--- config.mk ---
export PLATFORM = sky130hd
export DESIGN_NAME = uart_tx_frame
export DESIGN_NICKNAME = d
export VERILOG_FILES = /design/src/rtl/uart_pkg.sv /design/src/rtl/uart_baud_tick.sv /design/src/rtl/uart_tx_frame.sv
export SDC_FILE = /design/constraint.sdc
export NUM_CORES = 1
export LEC_CHECK = 0
export BUFFER_PORTS_ARGS = -buffer_cell sky130_fd_sc_hd__buf_4
export CAP_MARGIN = 20
export CORE_MARGIN = 4
export CORE_UTILIZATION = 60
export CTS_BUF_LIST = sky130_fd_sc_hd__clkbuf_8 sky130_fd_sc_hd__clkbuf_16
export CTS_CLUSTER_SIZE = 30
export DETAILED_ROUTE_END_ITERATION = 8
export GPL_ROUTABILITY_DRIVEN = 0
export PLACE_DENSITY = 0.84
export REMOVE_ABC_BUFFERS = 1
export SETUP_SLACK_MARGIN = 0.05
export SYNTH_ARGS = -nofsm -noshare
export SYNTH_HDL_FRONTEND = slang
export SYNTH_HIERARCHICAL = 1
export SYNTH_SLANG_ARGS = --single-unit
--- constraint.sdc ---
create_clock -name clk -period 7.4 [get_ports clk]
set_clock_uncertainty 0.2 [all_clocks]
set_input_delay 0.37 -clock clk [delete_from_list [all_inputs] [get_ports clk]]
set_output_delay 0.37 -clock clk [all_outputs]
set_load 0.02 [all_outputs]
--- src/rtl/uart_pkg.sv ---
// Shared UART definitions: frame state encoding, default bit period and a
// helper that gives the total clock count of one frame.
package uart_pkg;

  typedef enum logic [2:0] {
    IDLE   = 3'd0,
    START  = 3'd1,
    DATA   = 3'd2,
    PARITY = 3'd3,
    STOP   = 3'd4
  } state_t;

  // 50 MHz system clock at 115200 baud
  localparam int CLKS_PER_BIT_DEFAULT = 434;

  // Clocks from the first start-bit clock to the last stop-bit clock inclusive
  function automatic int frame_clocks(input int clks_per_bit, input int data_bits,
                                      input int stop_bits, input int parity_bits);
    return (1 + data_bits + parity_bits + stop_bits) * clks_per_bit;
  endfunction

endpackage

--- src/rtl/uart_baud_tick.sv ---
// Bit-period timer: counts 0..CLKS_PER_BIT-1 and flags the terminal count.
// A synchronous restart holds the count at zero so the next bit period
// begins exactly on the clock after restart is released.
module uart_baud_tick
  import uart_pkg::*;
#(
  parameter int CLKS_PER_BIT = CLKS_PER_BIT_DEFAULT
) (
  input  logic                                                      clk,
  input  logic                                                      reset,
  input  logic                                                      restart,
  output logic [((CLKS_PER_BIT > 1) ? $clog2(CLKS_PER_BIT) : 1)-1:0] count,
  output logic                                                      tick
);

  localparam int CW = (CLKS_PER_BIT > 1) ? $clog2(CLKS_PER_BIT) : 1;
  localparam logic [CW-1:0] LAST = CW'(CLKS_PER_BIT - 1);

  assign tick = (count == LAST);

  // Free-running bit-period counter, wraps on terminal count or restart
  always_ff @(posedge clk or negedge reset) begin
    if (!reset) begin
      count <= {CW{1'b0}};
    end else if (restart || tick) begin
      count <= {CW{1'b0}};
    end else begin
      count <= count + CW'(1);
    end
  end

endmodule

--- src/rtl/uart_tx_frame.sv ---
// Parametrised UART transmitter with internal baud timing and a ready/ack
// handshake that allows back-to-back frames with no idle gap.
// Optional feature macro: UART_TX_PARITY_EN inserts a parity bit (sense set
// by PARITY_ODD) between the last data bit and the first stop bit.
// All outputs are registered; next-cycle values are computed from the next
// state so tx changes exactly on bit boundaries.
module uart_tx_frame
  import uart_pkg::*;
#(
  parameter int CLKS_PER_BIT = CLKS_PER_BIT_DEFAULT,
  parameter int DATA_BITS    = 8,
  parameter int STOP_BITS    = 1,
  parameter int PARITY_ODD   = 0
) (
  input  logic                 clk,
  input  logic                 reset,
  input  logic [DATA_BITS-1:0] data,
  input  logic                 ready,
  output logic                 ack,
  output logic                 busy,
  output logic                 done,
  output logic                 tx
);

  localparam int CW = (CLKS_PER_BIT > 1) ? $clog2(CLKS_PER_BIT) : 1;
  // done is registered, so it is launched one clock before the final stop clock
  localparam logic [CW-1:0] DONE_CNT  = CW'(CLKS_PER_BIT - 2);
  localparam logic [3:0]    LAST_IDX  = 4'(DATA_BITS - 1);
  localparam logic          LAST_STOP = 1'(STOP_BITS - 1);

  state_t               state_r, state_s;
  logic [DATA_BITS-1:0] shift_r, shift_s;
  logic [3:0]           bit_idx_r, bit_idx_s;
  logic                 stop_idx_r, stop_idx_s;
  logic                 load_s, ack_s, busy_s, done_s, tx_s;
  logic [CW-1:0]        baud_count_s;
  logic                 baud_tick_s;
  logic                 baud_restart_s;

  // Counter sits at zero while idle, so START always gets a full bit period
  assign baud_restart_s = (state_r == IDLE);

  uart_baud_tick #(.CLKS_PER_BIT(CLKS_PER_BIT)) u_baud (
    .clk     (clk),
    .reset   (reset),
    .restart (baud_restart_s),
    .count   (baud_count_s),
    .tick    (baud_tick_s)
  );

`ifdef UART_TX_PARITY_EN
  localparam logic PARITY_SENSE = 1'(PARITY_ODD);
  logic parity_r, parity_s;

  function automatic logic frame_parity(input logic [DATA_BITS-1:0] d);
    return (^d) ^ PARITY_SENSE;
  endfunction

  // Parity is fixed at capture time so later data changes cannot alter it
  always_comb begin
    if (load_s) begin
      parity_s = frame_parity(data);
    end else begin
      parity_s = parity_r;
    end
  end

  // Parity bit register
  always_ff @(posedge clk or negedge reset) begin
    if (!reset) begin
      parity_r <= 1'b0;
    end else begin
      parity_r <= parity_s;
    end
  end
`endif

  // Next-state, capture and next-output logic
  always_comb begin
    state_s    = state_r;
    shift_s    = shift_r;
    bit_idx_s  = bit_idx_r;
    stop_idx_s = stop_idx_r;
    load_s     = 1'b0;
    ack_s      = 1'b0;
    case (state_r)
      IDLE: begin
        if (ready) begin
          load_s = 1'b1;
        end else begin
          state_s = IDLE;
        end
      end
      START: begin
        if (baud_tick_s) begin
          state_s   = DATA;
          bit_idx_s = 4'd0;
        end else begin
          state_s = START;
        end
      end
      DATA: begin
        if (baud_tick_s) begin
          shift_s = {1'b0, shift_r[DATA_BITS-1:1]};
          if (bit_idx_r == LAST_IDX) begin
`ifdef UART_TX_PARITY_EN
            state_s = PARITY;
`else
            state_s = STOP;
`endif
            stop_idx_s = 1'b0;
          end else begin
            bit_idx_s = bit_idx_r + 4'd1;
          end
        end else begin
          state_s = DATA;
        end
      end
      PARITY: begin
`ifdef UART_TX_PARITY_EN
        if (baud_tick_s) begin
          state_s    = STOP;
          stop_idx_s = 1'b0;
        end else begin
          state_s = PARITY;
        end
`else
        state_s = IDLE;
`endif
      end
      STOP: begin
        if (baud_tick_s) begin
          if (stop_idx_r == LAST_STOP) begin
            if (ready) begin
              load_s = 1'b1;
            end else begin
              state_s = IDLE;
            end
          end else begin
            stop_idx_s = 1'b1;
          end
        end else begin
          state_s = STOP;
        end
      end
      default: state_s = IDLE;
    endcase

    // Capture path shared by IDLE and the final stop clock
    if (load_s) begin
      shift_s    = data;
      bit_idx_s  = 4'd0;
      stop_idx_s = 1'b0;
      ack_s      = 1'b1;
      state_s    = START;
    end else begin
      ack_s = 1'b0;
    end

    case (state_s)
      IDLE:    tx_s = 1'b1;
      START:   tx_s = 1'b0;
      DATA:    tx_s = shift_s[0];
`ifdef UART_TX_PARITY_EN
      PARITY:  tx_s = parity_s;
`else
      PARITY:  tx_s = 1'b1;
`endif
      STOP:    tx_s = 1'b1;
      default: tx_s = 1'b1;
    endcase

    busy_s = (state_s != IDLE);
    done_s = (state_r == STOP) && (stop_idx_r == LAST_STOP) && (baud_count_s == DONE_CNT);
  end

  // State, datapath and registered outputs; reset idles the line high at once
  always_ff @(posedge clk or negedge reset) begin
    if (!reset) begin
      state_r    <= IDLE;
      shift_r    <= {DATA_BITS{1'b0}};
      bit_idx_r  <= 4'd0;
      stop_idx_r <= 1'b0;
      tx         <= 1'b1;
      ack        <= 1'b0;
      busy       <= 1'b0;
      done       <= 1'b0;
    end else begin
      state_r    <= state_s;
      shift_r    <= shift_s;
      bit_idx_r  <= bit_idx_s;
      stop_idx_r <= stop_idx_s;
      tx         <= tx_s;
      ack        <= ack_s;
      busy       <= busy_s;
      done       <= done_s;
    end
  end

endmodule

==> impl_metrics.toml <==
[outcome]
outcome = "finished clean"

[global_route]
overflow = 0
antenna_found_initial = 0
grt_pass1_wl_microns = 4360
grt_max_degree = 29
grt_usage = 0.171
grt_pass1_vias = 998

[placed_design]
port_buffers = 14
place_inst = 182
dp_hpwl_microns = 1800

[power_and_ir_drop]
p_int_uw = 345
total_power_uw = 559
power_switching_uw = 214
pwr-share-seq = 0.486
combinationalPowerShare = 0.346
power_frac_clock = 0.169
p_leak_nw = 0.677
p_sw_frac = 0.382
p_per_area_mw_per_mm2 = 353
ir_worst_vdd_mv = 0.248

[clocking]
postCtsSetupRepairBufs = 0
cts_htree_levels = 1
cts_buffer_depth = 2
clk_latency_ns = 0.27
cts_tree = "done"
numCtsBuffers = 3
root_buffer = "clkbuf_8"
clk_pin_slew_ns = 0.09
cts_resized = 0
cts_sinks = 28

[hold_path]
hp-class = "input pin to flip-flop"
hold_depth = 3
min_to = "shift_r[4]"
hold_path_startpoint = "data[4]"

[cells_and_area]
fin_cells = 187
diodes = 0
layout-drive-gt1-share = 0.145
nFillCells = 165
mostFrequentLayoutCell = "dfrtp_1"
mostFrequentLayoutCells = "dfrtp_1 (27), nor2_1 (17), buf_4 (14)"
syn_to_final_growth_pct = 12.7
nNetsFinal = 174

[routing]
num_vias = 1042
firstDrtPassIters = 6
dr.first_iter.drc_count = 9
postRouteAntennaNets = 0
wire_per_inst_microns = 13.3
vias_per_cell = 5.57
wirelength_microns = 2490
drc = 0

[timing]
finalSetupViolations = 0
maxSlewViolCount = 0
setup_tns_ns = 0
fmax_mhz = 340
relSlewSlack = 0.585
final-hold-violation-count = 0
fin_crit_sh = 0.398
tightest_slew_ns = 0.621
min_period_ns = 2.95
grt_setup_unrepaired = "no"

[yosys]
synth_cells = 145
synth_top_area_cell = "dfrtp_1"
ys_warn_count = 6
synth-edff-count = 0
synthArstFlopShare = 1.00
netlist.area_leader.share = 0.481
synth.distinct_cells = 38
syn_area_per_cell_sq_um = 9.68
ys.flop_type = "dfrtp_1"
netlist_top_cells_area = "dfrtp_1 (48%), mux2i_1 (5.0%), nor2_1 (4.5%)"
ys_seq_area_frac = 0.500
yosys_register_bits = 28
synth_area_sq_mm = 0.00140

[run]
max_cap_violations = 0

[worst_setup_path]
arrival_ns = 2.94
worstPathRequired_ns = 7.39
path_class = "flip-flop to flip-flop"
cp-end-kind = "flip-flop"
rr_endpoint = "bit_idx_r[0]"
r2r_start = "u_baud/count[2]"
worst-path-max-fanout = 10
critPathLaunchType = "flip-flop"
r2r_slack_ns = 4.45
r2r_cells = 6

[floorplan]
coreArea_sq_mm = 0.00221
initial_core_util = 0.635
fp.dieW_microns = 56.4
die_area_sq_mm = 0.00318
std_cell_rows = 17
die_y_microns = 56.4
io_pins = 15
## worst max-delay path by stage
stage | from | to | slack, ns | cells after the start
3_3_place_gp | u_baud/count[2] | bit_idx_r[0] | 4.63 | 6
6_report | u_baud/count[2] | bit_idx_r[0] | 4.45 | 6
4_1_cts | u_baud/count[2] | bit_idx_r[0] | 4.51 | 6
2_1_floorplan | u_baud/count[2] | bit_idx_r[0] | 4.83 | 6
3_5_place_dp | u_baud/count[2] | bit_idx_r[0] | 4.52 | 6
5_1_grt | u_baud/count[2] | bit_idx_r[0] | 4.23 | 6
## critical path: stages, from the launching register on
cell	delay (ns)
dfrtp_1	0.46
or3_4	0.44
nor3_1	0.49
and4bb_1	0.58
o21ai_0	0.29
or2_2	0.33
o21ai_0	0.08
## cells by family after synthesis
kind of cell	after synthesis	share of synthesized area
mux	7	0.0499
fa+ha+maj	3	0.0267
simple gates	60	0.224
compound gates	29	0.132
buf+inv	14	0.0428
xor+xnor	4	0.0250
flops	28	0.500
## sequential cells by signal, indices dropped and copies added, names as in the netlist
register / flops
done: 1
shift_r: 8
ack: 1
busy: 1
bit_idx_r: 4
state_r: 3
tx: 1
u_baud/count: 9
## power by group through the flow
stage | Combinational, mW | Clock (mW) | Sequential, mW
floorplan | 0.140 | 0 | 0.267
global placement | 0.184 | 0 | 0.268
detailed placement | 0.193 | 0 | 0.274
CTS | 0.194 | 0.0954 | 0.271
global route | 0.219 | 0.103 | 0.283
finish | 0.193 | 0.0944 | 0.272
## Yosys cell counts (all sizes together) (2+ instances only)
library cell,number
or4,2
dfrtp,27
nand4,3
a21oi,11
clkbuf,2
buf,3
xnor2,2
a31oi,4
o21ai,7
inv,9
nor3,6
or3,4
xor2,2
nor2,17
nand2b,2
nand2,13
nor2b,2
ha,3
mux2i,7
nand3,5
## per-layer routing
metal | global-route usage | wire, microns
met3 | 0.0414 | 81
met5 | 0 | 0
met4 | 0.0271 | 5
met2 | 0.282 | 1170
met1 | 0.232 | 1230
## what timing repair did
item	4_1_cts	5_1_grt
setup endpoints to repair	0	0
endpoints found under the hold margin	27	0
hold buffers	1	0
## through the flow
stage,util,worst slack (ns),area (sq um),hold slack [ns]
6_report,0.715,4.45,1580,0.141
5_1_grt,0.715,4.23,1580,0.141
4_1_cts,0.715,4.51,1580,0.142
3_5_place_dp,0.686,4.52,1520,0.106
3_3_place_gp,0.686,4.63,1520,0.101
2_1_floorplan,-,4.83,1380,-0.126
## final cells by class
| cell class | instances | area, sq um | area share |
|---|---|---|---|
| clock buffer | 4 | 55.1 | 0.0348 |
| inverter | 9 | 33.8 | 0.0213 |
| multi-input combinational | 103 | 642 | 0.406 |
| sequential | 28 | 702 | 0.443 |
| tap | 28 | 35.0 | 0.0221 |
| timing repair buffer | 15 | 115 | 0.0727 |
No activity file was read; power rests on OpenSTA's default activity.
